--- config.mk ---
export PLATFORM = sky130hd
export DESIGN_NAME = qam16_demapper_rx
export DESIGN_NICKNAME = d
export VERILOG_FILES = /design/src/rtl/qam16_demapper_rx.sv
export SDC_FILE = /design/constraint.sdc
export NUM_CORES = 1
export LEC_CHECK = 0
export CAP_MARGIN = 20
export CELL_PAD_IN_SITES_DETAIL_PLACEMENT = 0
export CELL_PAD_IN_SITES_GLOBAL_PLACEMENT = 1
export CORE_MARGIN = 3
export CORE_UTILIZATION = 40
export CTS_BUF_LIST = sky130_fd_sc_hd__clkbuf_4 sky130_fd_sc_hd__clkbuf_8
export CTS_CLUSTER_DIAMETER = 100
export DETAILED_ROUTE_END_ITERATION = 8
export PLACE_DENSITY = 0.79
export SKIP_LAST_GASP = 1
export SYNTH_ARGS = -nofsm -noshare
export SYNTH_HDL_FRONTEND = slang
export SYNTH_SLANG_ARGS = --single-unit
--- constraint.sdc ---
create_clock -name clk -period 6.2 [get_ports clk]
set_clock_uncertainty 0.2 [all_clocks]
set_input_delay 1.24 -clock clk [delete_from_list [all_inputs] [get_ports clk]]
set_output_delay 1.24 -clock clk [all_outputs]
set_load 0.01 [all_outputs]
--- src/rtl/qam16_demapper_rx.sv ---
// ---------------------------------------------------------------------------
// qam16_demapper_rx
//
// 16-QAM receive demapper. Takes one in-phase and one quadrature decision
// variable per symbol (qualified by sym_clk_en), tracks an adaptive
// reference level "a" per rail, slices each rail to two bits, reassembles
// the 4-bit symbol and reports the per-rail decision error.
//
// Per-rail map : 00 -> +3a, 01 -> +a, 11 -> -a, 10 -> -3a
// Thresholds   : 0 and +/-2a, ties go to the more positive symbol. With
//                a == 0 only 01 / 11 can be decided.
//
// Pipeline     : stage 1 (symbol n)   slice, register sym_out, pulse
//                                     sym_valid, keep x and its level
//                stage 2 (symbol n+1) err = x - level, saturated to 18 bits
//
// Reference    : sum |x| over 2^WIN_LOG2 non-hold symbols; at the window
//                wrap a = sum >> (WIN_LOG2+1) because mean|x| = 2a for an
//                evenly used constellation. Until the first wrap the rails
//                slice against ref_init.
//
// Optional     : define QAM16_ERR_CNT_EN to build the per-window symbol
//                mismatch counter (decision vs exp_data). Without it
//                err_cnt is tied to zero and exp_data is ignored.
//
// Handshake    : there is no backpressure. sym_clk_en is a one-clk strobe
//                that qualifies every input for exactly one symbol;
//                sym_valid is a one-clk strobe, one clk after the accepted
//                strobe, marking the cycle sym_out took its new value.
// ---------------------------------------------------------------------------
module qam16_demapper_rx #(
   parameter int WIN_LOG2  = 6,
   parameter int ERR_CNT_W = 16
) (
   input  logic                  clk,
   input  logic                  reset_n,
   input  logic                  sym_clk_en,
   input  logic                  hold,
   input  logic signed [17:0]    ref_init,
   input  logic signed [17:0]    in_inph,
   input  logic signed [17:0]    in_quad,
   input  logic [3:0]            exp_data,
   output logic [3:0]            sym_out,
   output logic                  sym_valid,
   output logic signed [17:0]    ref_inph,
   output logic signed [17:0]    ref_quad,
   output logic signed [17:0]    err_inph,
   output logic signed [17:0]    err_quad,
   output logic                  locked,
   output logic [ERR_CNT_W-1:0]  err_cnt,
   output logic                  state_dbg
);

   // accumulator is wide enough for 2^WIN_LOG2 full-scale magnitudes
   localparam int ACC_W = 18 + WIN_LOG2;

   localparam logic signed [17:0] S18_MAX = 18'sh1FFFF;
   localparam logic signed [17:0] S18_MIN = 18'sh20000;
   localparam logic signed [20:0] S21_MAX = 21'sd131071;
   localparam logic signed [20:0] S21_MIN = -21'sd131072;

   localparam logic [WIN_LOG2-1:0] CNT_ONE = {{(WIN_LOG2-1){1'b0}}, 1'b1};
   localparam logic [WIN_LOG2-1:0] CNT_MAX = {WIN_LOG2{1'b1}};

   typedef enum logic {
      ACQ   = 1'b0,
      TRACK = 1'b1
   } state_t;

   // -------------------------------------------------------------------------
   // Helpers
   // -------------------------------------------------------------------------

   // |x| as a 17-bit magnitude; the most negative input clips to 131071
   function automatic logic [16:0] abs_sat(input logic signed [17:0] x);
      logic signed [17:0] n;
      logic [16:0]        m;
      n = -x;
      if (x == S18_MIN)  m = 17'h1FFFF;
      else if (x[17])    m = n[16:0];
      else               m = x[16:0];
      return m;
   endfunction

   // two-bit decision for one rail against reference level a
   function automatic logic [1:0] slice_rail(input logic signed [17:0] x,
                                             input logic signed [17:0] a);
      logic signed [19:0] xw;
      logic signed [19:0] two_a;
      logic [1:0]         b;
      xw    = {{2{x[17]}}, x};
      two_a = {a[17], a, 1'b0};
      if (a == 18'sd0)          b = x[17] ? 2'b11 : 2'b01;
      else if (xw >= two_a)     b = 2'b00;
      else if (!x[17])          b = 2'b01;
      else if (xw >= -two_a)    b = 2'b11;
      else                      b = 2'b10;
      return b;
   endfunction

   // constellation level for a two-bit decision, kept at 21 bits so 3a
   // never wraps for any 18-bit a
   function automatic logic signed [20:0] remap_rail(input logic [1:0]         b,
                                                     input logic signed [17:0] a);
      logic signed [20:0] aw;
      logic signed [20:0] a3;
      logic signed [20:0] lvl;
      aw = {{3{a[17]}}, a};
      a3 = aw + (aw <<< 1);
      case (b)
         2'b00:   lvl = a3;
         2'b01:   lvl = aw;
         2'b11:   lvl = -aw;
         default: lvl = -a3;
      endcase
      return lvl;
   endfunction

   // clip a 21-bit difference into the 18-bit output range
   function automatic logic signed [17:0] sat18(input logic signed [20:0] v);
      logic signed [17:0] r;
      if (v > S21_MAX)       r = S18_MAX;
      else if (v < S21_MIN)  r = S18_MIN;
      else                   r = v[17:0];
      return r;
   endfunction

   // -------------------------------------------------------------------------
   // State
   // -------------------------------------------------------------------------
   state_t                state;
   logic                  ref_loaded;
   logic signed [17:0]    ref_i_q;
   logic signed [17:0]    ref_q_q;
   logic [WIN_LOG2-1:0]   win_cnt;
   logic [ACC_W-1:0]      acc_i;
   logic [ACC_W-1:0]      acc_q;

   logic signed [17:0]    x_i_d;
   logic signed [17:0]    x_q_d;
   logic signed [20:0]    dec_i_d;
   logic signed [20:0]    dec_q_d;

   // -------------------------------------------------------------------------
   // Combinational datapath
   // -------------------------------------------------------------------------
   logic signed [17:0]    a_i_eff;
   logic signed [17:0]    a_q_eff;
   logic [1:0]            bits_i;
   logic [1:0]            bits_q;
   logic signed [20:0]    lvl_i;
   logic signed [20:0]    lvl_q;
   logic [16:0]           mag_i;
   logic [16:0]           mag_q;
   logic [ACC_W-1:0]      acc_i_nxt;
   logic [ACC_W-1:0]      acc_q_nxt;
   logic signed [17:0]    ref_i_new;
   logic signed [17:0]    ref_q_new;
   logic signed [20:0]    diff_i;
   logic signed [20:0]    diff_q;
   logic                  count_en;
   logic                  win_last;
   logic                  wrap;

   // before the first strobe the register has not yet captured ref_init
   assign a_i_eff   = ref_loaded ? ref_i_q : ref_init;
   assign a_q_eff   = ref_loaded ? ref_q_q : ref_init;

   assign bits_i    = slice_rail(in_inph, a_i_eff);
   assign bits_q    = slice_rail(in_quad, a_q_eff);
   assign lvl_i     = remap_rail(bits_i, a_i_eff);
   assign lvl_q     = remap_rail(bits_q, a_q_eff);

   assign mag_i     = abs_sat(in_inph);
   assign mag_q     = abs_sat(in_quad);
   assign acc_i_nxt = acc_i + ACC_W'(mag_i);
   assign acc_q_nxt = acc_q + ACC_W'(mag_q);

   // sum >> (WIN_LOG2+1) leaves 17 significant bits, always non-negative
   assign ref_i_new = {1'b0, acc_i_nxt[ACC_W-1 -: 17]};
   assign ref_q_new = {1'b0, acc_q_nxt[ACC_W-1 -: 17]};

   assign diff_i    = {{3{x_i_d[17]}}, x_i_d} - dec_i_d;
   assign diff_q    = {{3{x_q_d[17]}}, x_q_d} - dec_q_d;

   // hold freezes the window, so a wrap under hold slides to the next
   // non-hold symbol automatically
   assign count_en  = sym_clk_en & ~hold;
   assign win_last  = (win_cnt == CNT_MAX);
   assign wrap      = count_en & win_last;

   // -------------------------------------------------------------------------
   // Sequential logic
   // -------------------------------------------------------------------------

   // Stage 1: register the decision and keep x plus its level for stage 2
   always_ff @(posedge clk or negedge reset_n) begin
      if (!reset_n) begin
         sym_out   <= 4'b0000;
         sym_valid <= 1'b0;
         x_i_d     <= '0;
         x_q_d     <= '0;
         dec_i_d   <= '0;
         dec_q_d   <= '0;
      end else begin
         sym_valid <= sym_clk_en;
         if (sym_clk_en) begin
            sym_out <= {bits_q, bits_i};
            x_i_d   <= in_inph;
            x_q_d   <= in_quad;
            dec_i_d <= lvl_i;
            dec_q_d <= lvl_q;
         end
      end
   end

   // Stage 2: decision error of the previous symbol, clipped to 18 bits
   always_ff @(posedge clk or negedge reset_n) begin
      if (!reset_n) begin
         err_inph <= '0;
         err_quad <= '0;
      end else if (sym_clk_en) begin
         err_inph <= sat18(diff_i);
         err_quad <= sat18(diff_q);
      end
   end

   // Window accumulation and reference update at each window wrap
   always_ff @(posedge clk or negedge reset_n) begin
      if (!reset_n) begin
         win_cnt    <= '0;
         acc_i      <= '0;
         acc_q      <= '0;
         ref_i_q    <= '0;
         ref_q_q    <= '0;
         ref_loaded <= 1'b0;
      end else if (sym_clk_en) begin
         if (!ref_loaded) begin
            ref_i_q    <= ref_init;
            ref_q_q    <= ref_init;
            ref_loaded <= 1'b1;
         end
         if (!hold) begin
            win_cnt <= win_cnt + CNT_ONE;
            if (win_last) begin
               acc_i      <= '0;
               acc_q      <= '0;
               ref_i_q    <= ref_i_new;
               ref_q_q    <= ref_q_new;
               ref_loaded <= 1'b1;
            end else begin
               acc_i <= acc_i_nxt;
               acc_q <= acc_q_nxt;
            end
         end
      end
   end

   // Acquisition FSM: leave ACQ at the first completed window, lock forever
   always_ff @(posedge clk or negedge reset_n) begin
      if (!reset_n) begin
         state  <= ACQ;
         locked <= 1'b0;
      end else begin
         case (state)
            ACQ: begin
               if (wrap) begin
                  state  <= TRACK;
                  locked <= 1'b1;
               end
            end
            TRACK: begin
               locked <= 1'b1;
            end
            default: begin
               state  <= ACQ;
               locked <= 1'b0;
            end
         endcase
      end
   end

   assign ref_inph  = ref_i_q;
   assign ref_quad  = ref_q_q;
   assign state_dbg = (state == TRACK);

   // -------------------------------------------------------------------------
   // Optional per-window symbol mismatch counter
   // -------------------------------------------------------------------------
`ifdef QAM16_ERR_CNT_EN
   logic [ERR_CNT_W-1:0] run_cnt;
   logic [ERR_CNT_W-1:0] run_nxt;
   logic [ERR_CNT_W-1:0] err_cnt_q;
   logic                 mism;

   assign mism = ({bits_q, bits_i} != exp_data);

   // running count including the current symbol, clipped at all-ones
   always_comb begin
      run_nxt = run_cnt;
      if (mism && (run_cnt != {ERR_CNT_W{1'b1}}))
         run_nxt = run_cnt + {{(ERR_CNT_W-1){1'b0}}, 1'b1};
   end

   // Count mismatches on non-hold symbols; publish and restart at each wrap
   always_ff @(posedge clk or negedge reset_n) begin
      if (!reset_n) begin
         run_cnt   <= '0;
         err_cnt_q <= '0;
      end else if (count_en) begin
         if (win_last) begin
            err_cnt_q <= run_nxt;
            run_cnt   <= '0;
         end else begin
            run_cnt <= run_nxt;
         end
      end
   end

   assign err_cnt = err_cnt_q;
`else
   logic unused_exp_data;
   assign unused_exp_data = ^exp_data;
   assign err_cnt         = '0;
`endif

endmodule
==> results of run 1 <==
-- cell families (layout without fill, tap and decap cells) --
logic type	after synthesis	after routing	share of synthesized area, %
other	1	16	0.0190
AND/OR/NAND/NOR	747	747	18.8
flip-flops	212	212	26.8
XOR/XNOR	164	164	7.30
adder cells (fa/ha/maj)	223	223	14.3
multiplexers	54	54	3.07
buffers and inverters	248	589	5.06
AO/OA/AOI/OAI	723	723	24.6
-- flip-flops by register name (all words and copies together) (netlist names), 4 cells and up --
| signal | cells |
|---|---|
| dec_i_d | 21 |
| ref_inph | 18 |
| acc_i | 24 |
| err_quad | 18 |
| dec_q_d | 21 |
| err_inph | 18 |
| x_i_d | 18 |
| ref_quad | 18 |
| x_q_d | 18 |
| acc_q | 24 |
| win_cnt | 6 |
| sym_out | 4 |
-- final cells by class --
class / count / area, um2
well taps: 656 / 821
repair buffers: 384 / 3260
clock inverters: 15 / 171
fillers: 4688 / 23800
clock buffers: 64 / 800
multi-input cells: 1927 / 13600
flip-flops and latches: 212 / 5310
inverters: 126 / 474
-- path summary, 6_finish.rpt --
path	to	slack, ns	cells past startpoint
max	ref_inph[15]	0.19	21
min	win_cnt[5]	0.27	1
max reg2reg	dec_q_d[17]	0.70	18
min reg2reg	win_cnt[5]	0.27	1
max in group asynchronous	acc_q[4]	4.13	2
min in group asynchronous	x_i_d[15]	0.48	1
-- through the flow --
| stage | cell area (um2) | cells | setup slack [ns] |
|---|---|---|---|
| after detailed placement | 23400 | 3302 | -0.871 |
| after floorplan | 19800 | 2387 | 0.0929 |
| after global placement | 23400 | 3302 | -0.681 |
| after global routing | 24400 | 3384 | -0.0514 |
| after CTS | 24400 | 3381 | 0.0132 |
| final | 24400 | 3384 | 0.191 |
-- routing by layer --
metal  share of wire (%)  vias to the layer above  global-route usage (%)  wire length (um)
met5                   0                        -                       0                 0
met1                  47                     9564                    38.0             33300
met2                  44                      719                    41.6             31400
met4                 2.6                        0                    7.66              1870
met3                 6.6                      126                    3.89              4670
li1                    -                     9380                       -                 -
-- power breakdown --
group | switching [mW] | internal (mW) | total (mW)
Clock | 0.718 | 0.961 | 1.68
Combinational | 3.25 | 2.67 | 5.92
Sequential | 0.318 | 1.85 | 2.16
-- worst max-delay path, delay by kind of cell --
| kind | cells | cell delay, ns |
|---|---|---|
| adders and majority gates | 2 | 0.56 |
| AOI/OAI and AO/OA | 7 | 1.35 |
| buffers and inverters | 3 | 0.63 |
| and+or+nand+nor | 8 | 2.48 |
| muxes | 1 | 0.07 |
-- layout by cell type, fill, tap and decap left out, types with 36 or more instances in the layout --
cell type,instances
xnor2_1,100
nand3_1,75
nand2_1,201
a31oi_1,36
clkdlybuf4s50_1,132
buf_4,244
ha_1,217
mux2_2,41
nor3_1,45
clkbuf_8,51
nor2_1,168
a221o_1,41
dfrtp_1,211
o21ai_0,134
a21o_1,39
inv_1,122
xor2_1,63
a21oi_1,188
-- repair_timing --
item | CTS | global route
resized for setup | 4 | 15
pin swaps | 0 | 7
setup buffers | 0 | 2
setup endpoints to repair | 6 | 25
==> results.toml, run 1 <==
[outcome]
outcome = "finished, final reports clean"

[timing]
setup-tns-final_ns = 0
slew-limit-headroom_pct = 30.3
slew_viol_final = 0
fin_crit_sh_pct = 96.9
fmax_mhz = 166
final-setup-viol-count = 0
min_period_ns = 6.01
finalHoldWorstSlack_ns = 0.274
final-hold-violation-count = 0
tightest_slew_ns = 1.04

[clock_tree]
numCtsBuffers = 44
cts_tree = "yes"
clk_latency_ns = 0.64
cts_max_level = 2
cts_hold_buf = 0
cts_buffer_depth = 3
clock-sinks = 212
root_buffer = "clkbuf_8"
clkTransAtPathRegs_ns = 0.06

[hold_path]
hold_start = "win_cnt[5]"
hp-class = "flip-flop to flip-flop"

[yosys]
syn-cell-area_mm2 = 0.0198
avgSynthCellArea_um2 = 8.34
synthFlopType = "dfrtp_1"
yosysMostFrequentCell = "ha_1"
postSynthCellCount = 2372
yosys.area.top_type = "dfrtp_1"
ys_top_cells_by_area = "dfrtp_1 27%, ha_1 14%, a21oi_1 4.8%"
synthTopCellsByCount = "217 x ha_1, 212 x dfrtp_1, 201 x nand2_1"
netlist.area_leader.share_pct = 26.8
ys_seq_area_share_pct = 26.8
synth_cell_type_count = 89
yosysWarnings = 0
synth-seq-cells = 212
synth-edff-count = 0
async_reset_ff_share_pct = 100

[critical_path]
cp_slowest_cell = "or4_1"
required_ns = 6.51
r2r_start = "ref_loaded"
path_class = "input port to flip-flop"
worstPathMaxFanout = 4
critical-path-max-stage-delay_ns = 0.58
path_common_cell = "or3_1"
startpoint_type = "input port"
endpoint_kind = "flip-flop"
crit_start = "in_inph[9]"
path_cells = "clkdlybuf4s50_1 -> or4_1 -> or3_1 -> or2_1 -> or3_1 -> or3_1 -> or3_4 -> nand2_1 -> ha_1 -> inv_1 -> fa_1 -> nor2b_2 -> o21ai_1 -> a21boi_1 -> o221a_2 -> o31a_1 -> o2111ai_1 -> a31oi_1 -> buf_4 -> mux2i_1 -> a221o_1"
worstPathArrival_ns = 6.32

[final_layout]
diodes = 0
drive_gt1_share_pct = 15.5
fin_util_pct = 50.6
syn_to_final_growth_pct = 23.5
final_nets = 2980

[floorplanning]
core_mm2 = 0.0482
die_h_um = 228
start_util_pct = 41.0
io_pins = 157
fp.dieArea_mm2 = 0.0521
rows = 80
die_x_um = 228

[place]
dp_hpwl_mm = 55.1
place.port_buffers = 136
finalWeightedCongestion = 0.937

[power]
power_mw = 9.77
cellLeakagePower_nw = 10.9
power_density_mw_per_mm2 = 400
ir_drop_v = 0.000152

[grt]
grt_usage_pct = 26.6
grt_max_degree = 113
antenna_found_initial = 1
grt-ovfl-total = 0
grt_pass1_wl_mm = 111
grt_pass1_vias = 19374

[detailed_routing]
vias_per_cell = 5.85
ant_nets = 0
routed_wl_mm = 71.3
drt-pass1-iter-count = 6
drc = 0
vias = 19789
drtIter0Drc = 1481
routedWlPerCell_um = 21.1

[run]
drv_cap = 0
(Power assumes the default switching activity.)
==> run 2, diff against run 1 <==
- SETUP_SLACK_MARGIN: unset -> 0.3
==> results.toml, run 2 (synthesis gave the netlist of run 1 again) <==
[place]
dp.cells = 3329
postPlaceCellArea_mm2 = 0.0237
finalWeightedCongestion = 0.966
dp_hpwl_mm = 56.5
place.port_buffers = 136

[critical_path]
path_class = "input port to flip-flop"
cp_num_buf_inv = 5
worstPathMaxFanout = 9
endpoint_kind = "flip-flop"
cp_slowest_cell = "a221oi_1"
critical-path-max-stage-delay_ns = 0.55
path_delay_family = "simple AND/OR/NAND/NOR gates"
required_ns = 6.44
startpoint_type = "input port"
path_cells = "clkdlybuf4s50_1 -> nor2b_1 -> buf_4 -> a21oi_1 -> buf_4 -> ha_1 -> and4_1 -> and4_1 -> nand3_1 -> xnor2_1 -> ha_1 -> and4_1 -> and4_1 -> o311ai_0 -> buf_4 -> and3_1 -> mux2i_1 -> o211ai_1 -> buf_4 -> o211ai_1 -> a221oi_1 -> a21oi_1"
worstPathArrival_ns = 6.04

[timing]
rsz0062_at_grt = "no"
slew_viol_final = 0
final-hold-violation-count = 0
min_period_ns = 5.80
fmax_mhz = 173
setup-tns-final_ns = 0
tightest_slew_ns = 1.06
fin_crit_sh_pct = 93.5
final-setup-viol-count = 0
slew-limit-headroom_pct = 28.2

[floorplanning]
core_mm2 = 0.0482
rows = 80
die_x_um = 228
fp.dieArea_mm2 = 0.0521
io_pins = 157
start_util_pct = 41.0
die_h_um = 228

[detailed_routing]
drtIter0Drc = 1439
vias = 19985
routedWlPerCell_um = 21.3
drc = 0
drt-pass1-iter-count = 5
vias_per_cell = 5.85
ant_nets = 0
routed_wl_mm = 72.9

[clock_tree]
root_buffer = "clkbuf_8"
clock-sinks = 212
numCtsBuffers = 42
cts_max_level = 2
clkTransAtPathRegs_ns = 0.06
cts_buffer_depth = 3
clk_latency_ns = 0.62
cts_tree = "yes"
cts_hold_buf = 0

[grt]
antenna_found_initial = 1
grt_max_degree = 119
grt_pass1_vias = 18963
grt-ovfl-total = 0
grt_pass1_wl_mm = 111
grt_usage_pct = 26.9

[final_layout]
stdcell_count = 3415
diodes = 0
final_cell_mix = "280 x buf_4, 212 x ha_1, 211 x dfrtp_1"
postLayoutCellArea_mm2 = 0.0249
reg.largest.list = "acc_i (24), acc_q (24)"
drive_gt1_share_pct = 17.7
fillers = 4585
syn_to_final_growth_pct = 25.7
layout_commonest_cell = "buf_4"
final_nets = 3014

[outcome]
outcome = "finished, final reports clean"

[hold_path]
hp-class = "flip-flop to flip-flop"

[power]
cellLeakagePower_nw = 11.1
power_density_mw_per_mm2 = 397
ir_drop_v = 0.000218

[run]
drv_cap = 0
-- run 2: cell count changes in the layout (fill, tap and decap cells not counted), sizes merged --
cell / change
clkinvlp: -2
clkbuf: -7
inv: -2
dlygate4sd2: +2
clkdlybuf4s18: +1
buf: +36
clkdlybuf4s15: +1
clkinv: +5
clkdlybuf4s50: -7
dlymetal6s2s: +4
-- run 2: through the flow --
stage	total power [mW]	hold WS, ns	setup WS, ns	util, %
final	9.86	0.272	0.405	51.5
after global routing	10.6	0.306	0.297	51.5
after CTS	9.80	0.270	0.275	51.2
after detailed placement	8.11	0.258	-0.964	49.1
after global placement	7.98	0.256	-0.695	49.0
after floorplan	5.96	0.242	0.292	-
-- run 2: per-layer routing --
layer	up-vias	part of all wire [%]	global-route usage, %
met5	-	0.018	0
met4	2	3.1	8.74
met3	124	7.0	5.03
met2	669	45	42.6
met1	9725	45	37.0
li1	9465	-	-
-- run 2: worst register-to-register path, stage by stage (launching register included) --
cell and delay [ns]:
dfrtp_2 0.69, buf_12 0.29, mux2i_4 0.45, ha_1 0.24, and4_1 0.26, and4_1 0.29, nand3_1 0.16, xnor2_1 0.16
ha_1 0.30, and4_1 0.22, and4_1 0.24, o311ai_0 0.14, buf_4 0.17, and3_1 0.21, mux2i_1 0.14, o211ai_1 0.25
buf_4 0.27, o211ai_1 0.11, a221oi_1 0.56, a21oi_1 0.10
-- run 2: worst paths after layout --
path	start	endpoint	slack, ns	depth (start not counted)
worst max-delay path	ref_init[4]	dec_q_d[3]	0.40	22
worst min-delay path	win_cnt[4]	win_cnt[4]	0.27	1
worst max register to register	ref_loaded	dec_q_d[3]	0.60	19
worst min register to register	win_cnt[4]	win_cnt[4]	0.27	1
max in group asynchronous	reset_n	ref_loaded	4.17	2
min in group asynchronous	reset_n	x_i_d[1]	0.49	1
-- run 2: cell type report --
type                            instances  area, um2  share of cell area [%]
Clock buffer                           58        761                    3.06
Clock inverter                         16        161                   0.649
Inverter                              126        474                    1.91
Multi-Input combinational cell       1927      13800                    55.5
Sequential cell                       212       5310                    21.3
Tap cell                              656        821                    3.30
Timing Repair Buffer                  420       3540                    14.2
-- run 2: what timing repair did --
| action | in CTS | in global routing |
|---|---|---|
| cloned | 0 | 0 |
| endpoints found under the hold margin | 0 | 0 |
| setup endpoints to repair | 32 | 44 |
| setup buffers | 7 | 4 |
| pin swaps | 14 | 23 |
| gates resized for setup | 23 | 29 |
-- run 2: where the power goes --
part / internal (mW) / total (mW) / leakage [nW] / switching, mW
clock network: 0.921 / 1.60 / 0.491 / 0.680
registers: 1.85 / 2.18 / 2.50 / 0.335
logic: 2.77 / 6.08 / 8.10 / 3.32
==> run 3, diff against run 2 <==
==> constraint.sdc (replaced) <==
create_clock -name clk -period 6.2 [get_ports clk]
set_clock_uncertainty 0.2 [all_clocks]
set_input_delay 1.86 -clock clk [delete_from_list [all_inputs] [get_ports clk]]
set_output_delay 1.86 -clock clk [all_outputs]
set_load 0.01 [all_outputs]
==> results.toml, run 3 (synthesis gave the netlist of run 1 again) <==
[outcome]
outcome = "finished, final reports clean"

[critical_path]
startpoint_type = "input port"
path_class = "input port to flip-flop"
path_cells = "buf_6 -> or4_4 -> or3_4 -> or2_1 -> or3_4 -> or3_4 -> or3_4 -> nand2_4 -> ha_4 -> inv_2 -> fa_2 -> nor2b_4 -> o21ai_2 -> a21boi_2 -> o221a_2 -> o31a_1 -> buf_4 -> o21ai_4 -> o221ai_4 -> o21ai_1 -> a22o_1"
cp_num_buf_inv = 3
path_common_cell = "or3_4"
path_delay_family = "simple AND/OR/NAND/NOR gates"
cp_slowest_cell = "or4_4"
r2r_start = "ref_loaded"
endpoint_kind = "flip-flop"
worstPathMaxFanout = 4
crit_start = "in_inph[9]"
critical-path-max-stage-delay_ns = 0.53
worstPathArrival_ns = 6.49
required_ns = 6.50

[detailed_routing]
drtIter0Drc = 1499
ant_nets = 0
vias_per_cell = 5.71
drt-pass1-iter-count = 6
routedWlPerCell_um = 20.7
routed_wl_mm = 76.1
drc = 0
vias = 20946

[floorplanning]
rows = 80
die_h_um = 228
io_pins = 157
fp.dieArea_mm2 = 0.0521
die_x_um = 228
start_util_pct = 41.0
core_mm2 = 0.0482

[clock_tree]
root_buffer = "clkbuf_8"
cts_buffer_depth = 3
clkTransAtPathRegs_ns = 0.06
cts_tree = "yes"
cts_hold_buf = 0
cts_max_level = 2
clk_latency_ns = 0.63
numCtsBuffers = 42
clock-sinks = 212

[power]
ir_drop_v = 0.000217
power_switching_mw = 4.75
p_seq_share_pct = 20.1
cellLeakagePower_nw = 12.5
combPwrFrac_pct = 65.6
p_clk_share_pct = 14.3
internal_power_mw = 6.23
swShare_pct = 43.3
power_density_mw_per_mm2 = 393

[final_layout]
drive_gt1_share_pct = 30.2
layout_commonest_cell = "buf_4"
reg.largest.list = "acc_i (24), acc_q (24)"
final_nets = 3269
final_cell_mix = "513 x buf_4, 211 x dfrtp_1, 191 x ha_1"
syn_to_final_growth_pct = 41.3
diodes = 0
fillers = 4322
postLayoutCellArea_mm2 = 0.0279

[grt]
grt_max_degree = 93
grt_pass1_vias = 20531
grt_pass1_wl_mm = 116
antenna_found_initial = 2
grt_usage_pct = 27.9
grt-ovfl-total = 0

[timing]
final-setup-viol-count = 0
finalHoldWorstSlack_ns = 0.276
setup-tns-final_ns = 0
fin_crit_sh_pct = 99.9
slew-limit-headroom_pct = 16.0
fmax_mhz = 161
rsz0062_at_grt = "yes"
final-hold-violation-count = 0
tightest_slew_ns = 1.26
min_period_ns = 6.20
slew_viol_final = 0

[place]
dp_hpwl_mm = 58.3
finalWeightedCongestion = 0.962
postPlaceCellArea_mm2 = 0.0253
place.port_buffers = 136

[run]
drv_cap = 0

[hold_path]
hp-class = "flip-flop to flip-flop"
hold_start = "win_cnt[4]"
-- run 3: cell types whose count changed in the layout (fill, tap and decap cells not counted), sizes merged, moves of 2 or more --
cell	before	now
buf	286	549
bufinv	3	1
clkbuf	58	68
clkdlybuf4s50	125	116
clkinv	13	3
dlygate4sd2	3	5
inv	125	127
-- run 3: per-layer routing --
layer / vias to the layer above / track usage (%) / wire length, um
li1: 9960 / - / -
met1: 10170 / 38.1 / 34300
met2: 698 / 45.9 / 35000
met3: 118 / 4.79 / 4960
met4: 0 / 7.04 / 1860
met5: - / 0 / 0
-- run 3: per-stage QoR --
stage | instances | setup slack (ns) | total power [mW] | util [%]
2_1_floorplan | 2387 | -0.327 | 6.01 | -
3_3_place_gp | 3517 | -1.00 | 8.47 | 52.3
3_5_place_dp | 3517 | -1.13 | 8.63 | 52.3
4_1_cts | 3643 | -0.136 | 10.6 | 56.2
5_1_grt | 3670 | -0.115 | 11.7 | 57.9
6_report | 3670 | 0.00331 | 11.0 | 57.9
-- run 3: final timing paths --
kind,to,slack (ns),cells after the start
setup / recovery,acc_i[18],0.003,21
hold / removal,win_cnt[4],0.28,1
setup reg to reg,dec_q_d[18],0.84,17
hold reg to reg,win_cnt[4],0.28,1
max in group asynchronous,dec_q_d[13],3.63,2
min in group asynchronous,acc_q[2],0.96,1
-- run 3: final cells by class --
class | instances | area (um2) | area share, %
Multi-Input combinational cell | 1927 | 14900 | 53.4
Timing Repair Buffer | 675 | 5540 | 19.8
Sequential cell | 212 | 5310 | 19.0
Clock buffer | 68 | 823 | 2.95
Tap cell | 656 | 821 | 2.94
Inverter | 126 | 474 | 1.70
Clock inverter | 6 | 65.1 | 0.233
-- run 3: power groups by stage --
stage / clock network (mW) / logic [mW] / registers [mW]
floorplan: 0 / 3.84 / 2.17
global placement: 0 / 6.29 / 2.18
detailed placement: 0 / 6.43 / 2.19
CTS: 1.61 / 6.79 / 2.19
global route: 1.66 / 7.82 / 2.26
finish: 1.57 / 7.20 / 2.21
-- run 3: repair_timing --
| item | CTS | global route |
|---|---|---|
| endpoints found under the setup margin | 98 | 100 |
| cloned | 0 | 0 |
| pin swaps | 73 | 87 |
| resized for setup | 169 | 136 |
| buffers inserted | 52 | 27 |
-- run 3: worst register-to-register path, delay by kind of cell, from the launching register on --
family	cells	cell delay [ns]
compound gates	3	0.60
xor+xnor	1	0.13
buf+inv	5	0.68
flops	1	0.99
simple gates	5	1.62
mux	1	0.43
fa+ha+maj	2	0.54
